**config.mk**
```make
export PLATFORM = sky130hd
export DESIGN_NAME = div_seq
export DESIGN_NICKNAME = d
export VERILOG_FILES = /design/src/rtl/div_seq_pkg.sv /design/src/rtl/div_seq_step.sv /design/src/rtl/div_seq.sv
export SDC_FILE = /design/constraint.sdc
export NUM_CORES = 1
export LEC_CHECK = 0
export CAP_MARGIN = 20
export CORE_ASPECT_RATIO = 0.9
export CORE_MARGIN = 2
export CORE_UTILIZATION = 49
export DETAILED_ROUTE_END_ITERATION = 10
export GPL_TIMING_DRIVEN = 0
export PLACE_DENSITY = 0.8
export SYNTH_ARGS = -nofsm -noshare
export SYNTH_HDL_FRONTEND = slang
export SYNTH_SLANG_ARGS = --single-unit
export TNS_END_PERCENT = 30
```
**constraint.sdc**
```tcl
create_clock -name CLK -period 3.1 [get_ports CLK]
set_input_delay 0.62 -clock CLK [delete_from_list [all_inputs] [get_ports CLK]]
set_output_delay 0.62 -clock CLK [all_outputs]
set_load 0.05 [all_outputs]
```
**src/rtl/div_seq_pkg.sv**
```systemverilog
// ---------------------------------------------------------------------------
// div_seq_pkg
// Shared definitions for the sequential restoring divider:
//   - default operand width, carry flag width, TRUE/FALSE constants
//   - divider FSM state encoding (DIV_IDLE, DIV_CALC, DIV_DONE)
// No ports.
// ---------------------------------------------------------------------------
package div_seq_pkg;

    localparam int DIV_WORD_W = 16;
    localparam int CARRY_W    = 1;

    localparam logic TRUE  = 1'b1;
    localparam logic FALSE = 1'b0;

    typedef enum logic [1:0] {
        DIV_IDLE = 2'd0,
        DIV_CALC = 2'd1,
        DIV_DONE = 2'd2
    } div_state_e;

endpackage : div_seq_pkg

```
**src/rtl/div_seq_step.sv**
```systemverilog
// ---------------------------------------------------------------------------
// div_seq_step
// One combinational restoring-division step.
// Ports:
//   rem_in   in  WORD_W  partial remainder before the step (always < divisor)
//   bit_in   in  1       next dividend bit shifted into the remainder
//   divisor  in  WORD_W  divisor (nonzero)
//   rem_out  out WORD_W  partial remainder after the step
//   q_bit    out 1       quotient bit produced by this step
// ---------------------------------------------------------------------------
module div_seq_step
    import div_seq_pkg::*;
#(
    parameter int WORD_W = DIV_WORD_W
) (
    input  logic [WORD_W-1:0] rem_in,
    input  logic              bit_in,
    input  logic [WORD_W-1:0] divisor,
    output logic [WORD_W-1:0] rem_out,
    output logic              q_bit
);

    logic [WORD_W:0] shifted;
    logic [WORD_W:0] trial;

    always_comb begin
        shifted = {rem_in, bit_in};
        // rem_in < divisor keeps shifted below 2*divisor, so the extra bit
        // is a reliable sign for the trial subtraction.
        trial   = shifted - {1'b0, divisor};
        if (trial[WORD_W] == FALSE) begin
            rem_out = trial[WORD_W-1:0];
            q_bit   = TRUE;
        end else begin
            rem_out = shifted[WORD_W-1:0];
            q_bit   = FALSE;
        end
    end

endmodule : div_seq_step

```
**src/rtl/div_seq.sv**
```systemverilog
// ---------------------------------------------------------------------------
// div_seq
// Sequential restoring divider, one quotient bit per clock.
// Optional feature macro: DIV_SIGNED_EN (adds IN_SIGNED and two's complement
// division with truncation toward zero; remainder takes the dividend's sign).
// Ports:
//   CLK        in  1       clock, rising edge
//   RST_N      in  1       asynchronous active-low reset
//   IN_VALID   in  1       operand pair valid
//   IN_READY   out 1       high only in IDLE
//   IN_A       in  WORD_W  dividend
//   IN_B       in  WORD_W  divisor
//   IN_SIGNED  in  1       signed select (only with DIV_SIGNED_EN)
//   OUT_VALID  out 1       result valid (DONE state)
//   OUT_READY  in  1       consumer takes the result
//   OUT        out WORD_W  quotient (all ones for a zero divisor)
//   REM        out WORD_W  remainder (dividend for a zero divisor)
//   OUT_C      out 1       remainder nonzero, zero divisor, or signed overflow
// ---------------------------------------------------------------------------
module div_seq
    import div_seq_pkg::*;
#(
    parameter int WORD_W = DIV_WORD_W,
    parameter int CNT_W  = $clog2(WORD_W)
) (
    input  logic              CLK,
    input  logic              RST_N,
    input  logic              IN_VALID,
    output logic              IN_READY,
    input  logic [WORD_W-1:0] IN_A,
    input  logic [WORD_W-1:0] IN_B,
`ifdef DIV_SIGNED_EN
    input  logic              IN_SIGNED,
`endif
    output logic              OUT_VALID,
    input  logic              OUT_READY,
    output logic [WORD_W-1:0] OUT,
    output logic [WORD_W-1:0] REM,
    output logic              OUT_C
);

    function automatic logic [WORD_W-1:0] neg_word(input logic [WORD_W-1:0] v);
        return (~v) + WORD_W'(1);
    endfunction

    div_state_e        state_q, state_d;
    logic [CNT_W-1:0]  cnt_q, cnt_d;
    logic [WORD_W-1:0] dvd_q, dvd_d;      // dividend, shifts out MSB-first, quotient fills LSBs
    logic [WORD_W-1:0] dvs_q, dvs_d;
    logic [WORD_W-1:0] prem_q, prem_d;    // partial remainder
    logic              q_neg_q, q_neg_d;
    logic              r_neg_q, r_neg_d;
    logic              ovf_q, ovf_d;
    logic [WORD_W-1:0] out_q, out_d;
    logic [WORD_W-1:0] rem_q, rem_d;
    logic              out_c_q, out_c_d;

    // Operand conditioning at the accept edge
    logic              a_neg, b_neg, ovf_in;
    logic [WORD_W-1:0] a_mag, b_mag;

`ifdef DIV_SIGNED_EN
    logic signed [WORD_W-1:0] a_s, b_s;

    always_comb begin
        a_s    = IN_A;
        b_s    = IN_B;
        a_neg  = IN_SIGNED & (a_s < 0);
        b_neg  = IN_SIGNED & (b_s < 0);
        a_mag  = a_neg ? neg_word(IN_A) : IN_A;
        b_mag  = b_neg ? neg_word(IN_B) : IN_B;
        // most-negative / -1 cannot be represented; the natural result of the
        // magnitude path is already most-negative with zero remainder.
        ovf_in = IN_SIGNED & (IN_A == {1'b1, {(WORD_W-1){1'b0}}}) & (IN_B == '1);
    end
`else
    always_comb begin
        a_neg  = FALSE;
        b_neg  = FALSE;
        a_mag  = IN_A;
        b_mag  = IN_B;
        ovf_in = FALSE;
    end
`endif

    logic [WORD_W-1:0] step_rem;
    logic              step_q;
    logic [WORD_W-1:0] quo_next;

    div_seq_step #(.WORD_W(WORD_W)) u_step (
        .rem_in  (prem_q),
        .bit_in  (dvd_q[WORD_W-1]),
        .divisor (dvs_q),
        .rem_out (step_rem),
        .q_bit   (step_q)
    );

    assign quo_next = {dvd_q[WORD_W-2:0], step_q};

    always_comb begin
        state_d = state_q;
        cnt_d   = cnt_q;
        dvd_d   = dvd_q;
        dvs_d   = dvs_q;
        prem_d  = prem_q;
        q_neg_d = q_neg_q;
        r_neg_d = r_neg_q;
        ovf_d   = ovf_q;
        out_d   = out_q;
        rem_d   = rem_q;
        out_c_d = out_c_q;

        case (state_q)
            DIV_IDLE: begin
                if (IN_VALID) begin
                    if (IN_B == '0) begin
                        out_d   = '1;
                        rem_d   = IN_A;
                        out_c_d = TRUE;
                        state_d = DIV_DONE;
                    end else begin
                        dvd_d   = a_mag;
                        dvs_d   = b_mag;
                        prem_d  = '0;
                        q_neg_d = a_neg ^ b_neg;
                        r_neg_d = a_neg;
                        ovf_d   = ovf_in;
                        cnt_d   = CNT_W'(WORD_W - 1);
                        state_d = DIV_CALC;
                    end
                end
            end
            DIV_CALC: begin
                dvd_d  = quo_next;
                prem_d = step_rem;
                cnt_d  = cnt_q - CNT_W'(1);
                if (cnt_q == '0) begin
                    out_d   = q_neg_q ? neg_word(quo_next) : quo_next;
                    rem_d   = r_neg_q ? neg_word(step_rem) : step_rem;
                    out_c_d = (step_rem != '0) | ovf_q;
                    state_d = DIV_DONE;
                end
            end
            DIV_DONE: begin
                if (OUT_READY) begin
                    state_d = DIV_IDLE;
                end
            end
            default: begin
                state_d = DIV_IDLE;
            end
        endcase
    end

    always_ff @(posedge CLK or negedge RST_N) begin
        if (!RST_N) begin
            state_q <= DIV_IDLE;
            cnt_q   <= '0;
            dvd_q   <= '0;
            dvs_q   <= '0;
            prem_q  <= '0;
            q_neg_q <= FALSE;
            r_neg_q <= FALSE;
            ovf_q   <= FALSE;
            out_q   <= '0;
            rem_q   <= '0;
            out_c_q <= FALSE;
        end else begin
            state_q <= state_d;
            cnt_q   <= cnt_d;
            dvd_q   <= dvd_d;
            dvs_q   <= dvs_d;
            prem_q  <= prem_d;
            q_neg_q <= q_neg_d;
            r_neg_q <= r_neg_d;
            ovf_q   <= ovf_d;
            out_q   <= out_d;
            rem_q   <= rem_d;
            out_c_q <= out_c_d;
        end
    end

    assign IN_READY  = (state_q == DIV_IDLE);
    assign OUT_VALID = (state_q == DIV_DONE);
    assign OUT       = out_q;
    assign REM       = rem_q;
    assign OUT_C     = out_c_q;

endmodule : div_seq

```
# ---- Word-level counts from Yosys, hierarchy flattened
# Cells that the tools add are included.
dict set report classes {
  add_sub_neg 2
  eq_ne 7
  mux 28
  bitwise_logic 1
  reduce_logical 9
}
# op n
set ops {}
lappend ops {{2-to-1 mux 16 bit} 11}
lappend ops {{case mux 16 bit (2 select lines)} 4}
lappend ops {{subtractor 17 x 16 -> 17 bit} 1}
lappend ops {{logical NOT 16 bit} 1}
lappend ops {{nonzero test 16 bit} 1}
lappend ops {{AND reduction 3 bit} 3}
lappend ops {{2-to-1 mux 2 bit} 4}
lappend ops {{2-to-1 mux 4 bit} 2}
lappend ops {{case mux 4 bit (2 select lines)} 1}
lappend ops {{inequality test 2 bit (second input constant)} 3}
lappend ops {{case mux 2 bit (3 select lines)} 1}
lappend ops {{logical NOT 4 bit} 1}
lappend ops {{2-to-1 mux 1 bit} 4}
lappend ops {{inequality test 2 x 1 -> 1 bit (second input constant)} 2}
lappend ops {{AND reduction 4 bit} 1}
lappend ops {{subtractor 4 x 1 -> 4 bit (second input constant)} 1}
lappend ops {{== test 2 x 1 -> 1 bit (second input constant)} 1}
lappend ops {{== test 2 bit (second input constant)} 1}
lappend ops {{logical NOT 2 bit} 1}
lappend ops {{case mux 1 bit (2 select lines)} 1}
lappend ops {{nonzero test 2 bit} 1}
lappend ops {{inverter 1 bit} 1}
dict set report word_totals {
  regBits 87
  in_bits 36
  out_inout_bits 35
  wordCells 55
}

# ---- Logic depth before layout (Yosys ltp)
dict set report depth {
  word_depth 5
  mapped_depth 13
  depth_no_buf 12
}

# ---- By module
# Synthesis repeated with hierarchy kept, for this count alone.
dict set report hier_totals {
  cells_unflattened 441
  area_unflattened_um2 4695.8
}
# module n_inst cells_per_inst area_each_um2 seq_area_each_um2
set modules_own_cells {}
lappend modules_own_cells {div_seq 1 313 3686.0 2177.1}
lappend modules_own_cells {div_seq_step 1 128 1009.7 0.0}

# ---- Worst setup path after synthesis
# Ideal clock, no wire load.
dict set report synth_path {
  path_type {register to register}
  start {reg dvd_q[15]}
  end {reg out_c_q (netlist: OUT_C)}
  setup_ns 0.131
  arrival_ns 2.898
  required_ns 2.969
  setup_slack_ns 0.071
  path_stages_with_launch 13
  path_buffers 0
  period_less_slack_ns 3.029
  path_cell_list {dfrtp_1 -> inv_1 -> ha_1 -> fa_1 -> and2b_1 -> o31a_2 -> o21ai_2 -> o41ai_2 -> xor2_2 -> nand2_1 -> or4_1 -> o21ai_1 -> a31oi_1}
}
dict set report synth_between {
  elab_chain_len 5
}
# element line_no
set synth_lines {}
lappend synth_lines {{from (decl)} div_seq.sv:48} ;# logic [WORD_W-1:0] dvd_q, dvd_d;
lappend synth_lines {{from (signal assigned)} div_seq.sv:171} ;# dvd_q <= dvd_d;
lappend synth_lines {{subtractor 17 x 16 -> 17 bit} div_seq_step.sv:30} ;# trial = shifted - {1'b0, divisor};
lappend synth_lines {{2-to-1 mux 16 bit *} div_seq_step.sv:31} ;# if (trial[WORD_W] == FALSE) begin
lappend synth_lines {{nonzero test 16 bit *} div_seq.sv:140} ;# out_c_d = (step_rem != '0) | ovf_q;
lappend synth_lines {{2-to-1 mux 1 bit *} div_seq.sv:137} ;# if (cnt_q == '0) begin
lappend synth_lines {{case mux 1 bit (2 select lines) *} div_seq.sv:113} ;# case (state_q)
lappend synth_lines {{to (signal assigned)} div_seq.sv:179} ;# out_c_q <= out_c_d;
lappend synth_lines {{to (decl)} div_seq.sv:56} ;# logic out_c_q, out_c_d;
# Mark *: on every way between the ends. The rest lies on a longest branch, timed or not. The select of a mux whose other input is x is not followed.
# A chain may end at the register's enable or synchronous reset.

# ---- Worst setup path in the final report
# Ends and elaborated chain as after synthesis.

==> results.py <==
metrics = {
    "clock_tree": {
        "clk_pin_slew_worst_paths_ns": 0.10,
        "cts_buffers": 9,
        "htree_levels": 3,
        "holdBufCountCts": 0,
        "cts-root-buf": "clkbuf_8",
        "max-clock-path-buffers": 2,
        "cts_tree": "done",
        "insertion_delay_ns": 0.37,
        "clock-sinks": 87,
    },
    "sta": {
        "period_share_pct": 99.8,
        "fmax_ghz": 0.323,
        "final.min_clock_period_ns": 3.09,
        "max_slew_margin_pct": 40.1,
        "rsz0062_at_grt": "yes",
        "hold_viol": 0,
        "finalMaxSlewViolations": 0,
        "finalSetupViolCount": 0,
        "skew_ns": 0.0150,
        "tns_ns": 0,
        "tightest_slew_ns": 0.891,
    },
    "grt": {
        "grt_pass1_vias": 4164,
        "grt_first_pass_wirelength_um": 20800,
        "grt_usage_pct": 26.1,
        "grt.overflow.total": 0,
        "antenna_found_initial": 0,
        "grt_start_max_net_pins": 74,
    },
    "die": {
        "row_count": 33,
        "die_y_um": 96.2,
        "die_width_um": 106,
        "dieArea_um2": 10200,
        "start_util_pct": 50.5,
        "ios": 71,
        "design.core.area_um2": 9170,
    },
    "synthesis": {
        "ys_seq_area_share_pct": 47.1,
        "syn_avg_cell_area_um2": 9.58,
        "syn_nets": 537,
        "synth_top_family_by_area": "compound AO/OA/AOI/OAI gates",
        "yosys.area_share.xor_xnor_pct": 2.81,
        "synth_top_area_share_pct": 47.1,
        "muxShareOfSynthArea_pct": 3.27,
        "synth_compound_gate_area_share_pct": 25.9,
        "synth_warnings": 0,
        "syn_inst": 483,
        "synth-seq-cells": 87,
        "ys_types": 49,
        "synthSimpleGateAreaFrac_pct": 11.5,
        "yosysTopAreaCell": "dfrtp_1",
        "syn_area_um2": 4630,
        "synth_fa_ha_area_share_pct": 5.03,
        "ys_top_cells_by_area": "dfrtp_1, o21ai_0, a22oi_1",
    },
    "detailed_routing": {
        "drt_iter0_drc": 310,
        "viasPerCell": 6.16,
        "drtPass1Iterations": 6,
        "drt_wl_total_um": 13000,
        "drc": 0,
        "ant_nets": 0,
        "wire_per_inst_um": 18.6,
        "vias": 4307,
    },
    "final_layout": {
        "syn_to_final_growth_pct": 27.8,
        "nFillCells": 751,
        "final_net_count": 626,
        "multi_input_area_um2": 2370,
        "final_cell_mix": "dfrtp_1, clkdlybuf4s50_1, nand2_1",
        "final_common_cell": "dfrtp_1",
        "drive_above_1_share_pct": 10.6,
        "layout.area.seq_um2": 2180,
        "diodes": 0,
    },
    "placed_design": {
        "routabilityCongestion": 0.883,
        "place_hpwl_um": 9160,
        "io_buffers": 70,
    },
    "critical_path": {
        "arrival_ns": 3.34,
        "rr_startpoint": "dvd_q[15]$_DFFE_PN0P_",
        "crit_path_start_kind": "flip-flop",
        "required_ns": 3.34,
        "critPathMaxFanout": 3,
        "startpoint": "dvd_q[15]$_DFFE_PN0P_",
        "end_kind": "flip-flop",
        "worst-setup-path-type": "flip-flop to flip-flop",
    },
    "run_status": {
        "status": "complete, no violations",
    },
    "hold_path": {
        "hold_path_class": "input port to asynchronous set/reset pin",
    },
    "flow_run": {
        "drv_cap": 0,
    },
}
## path summary, 6_finish.rpt
| check | slack [ns] | cells after the start | end |
|---|---|---|---|
| max | 0.008 | 13 | OUT_C$_DFFE_PN0P_ |
| min | 0.11 | 1 | dvs_q[15]$_DFFE_PN0P_ |
| max reg2reg | 0.008 | 13 | OUT_C$_DFFE_PN0P_ |
| min reg2reg | 0.49 | 2 | REM[3]$_DFFE_PN0P_ |
| max in group asynchronous | 2.37 | 2 | prem_q[1]$_DFFE_PN0P_ |
| min in group CLK | 0.49 | 2 | REM[3]$_DFFE_PN0P_ |
## cell usage after synthesis (all sizes together)
cell     count
a2111oi      3
a211oi       8
a21o        13
a21oi       18
a221o        1
a221oi       1
a22oi       32
a31oi        4
a41oi        1
and2b        1
and3         2
and4b        1
buf          3
clkbuf      26
dfrtp       87
fa           1
ha          17
inv         23
mux2         1
mux2i       14
nand2       53
nand2b       3
nand3        2
nand4        2
nor2        29
nor2b        2
nor3         6
nor3b        2
nor4         9
nor4bb       1
o2111a       1
o2111ai      2
o211ai       7
o21a         7
o21ai       61
o21bai       2
o22a        16
o31a         2
o41ai        1
or2          1
or4          2
or4b         1
xnor2       10
xor2         4
## flip-flops by register name, summed over array words and instances, names as in the netlist
signal and count:
dvs_q 16, REM 16, cnt_q 4, state_q 2, OUT_C 1, prem_q 16, dvd_q 16, OUT 16
## final cells by class
type                    instances  share of cell area [%]
repair buffers                 80                    13.4
plain buffers                  27                    2.01
clock buffers                  10                    2.33
clock inverters                 6                    1.29
well taps                     122                    2.58
multi-input cells             344                    40.1
inverters                      23                    1.46
flip-flops and latches         87                    36.8
## cell families after synthesis
family	after synthesis
adders and majority gates	18
muxes	15
DFF	87
xor gates and xnor gates	14
buffers and inverters	52
AOI/OAI and AO/OA	180
and+or+nand+nor	117
## routing by layer
layer	GRT usage (%)	part of all wire (%)	routed length [µm]	vias to the layer above
met5	0	0	0	-
met4	8.44	2.0	264	0
met3	3.52	6.7	873	33
met2	42.8	47	6140	207
met1	36.4	44	5700	2110
li1	-	-	-	1957
## per-stage QoR
step	worst slack, ns	hold slack (ns)	area (µm²)	cells	util (%)
6_report	0.00758	0.111	5910	699	64.5
5_1_grt	-0.0820	0.111	5910	699	64.5
4_1_cts	0.00274	0.108	5840	698	63.7
3_5_place_dp	-0.447	0.460	5510	676	60.1
3_3_place_gp	-1.68	0.461	5480	675	59.8
2_1_floorplan	0.0707	0.324	4630	483	-
## critical path, cell delays in order, from the launching register on
cell      delay [ns]
dfrtp_1         0.43
inv_2           0.08
ha_4            0.14
fa_2            0.20
and2b_1         0.21
o31a_4          0.31
buf_4           0.15
o211ai_1        0.30
nand2_1         0.13
a21oi_2         0.19
xnor2_2         0.10
or4_1           0.53
o21ai_2         0.09
a31oi_1         0.10
## timing repair
action / in CTS / in global routing
setup endpoints to repair: 36 / 37
endpoints found under the hold margin: 0 / 0
gates resized for setup: 15 / 21
buffers inserted: 6 / 2
gates cloned: 0 / 1
pin swaps: 10 / 7
Power is left out: the tool's default activity adds up to more than one toggle a clock period on the data nets, which glitch-free logic cannot reach.
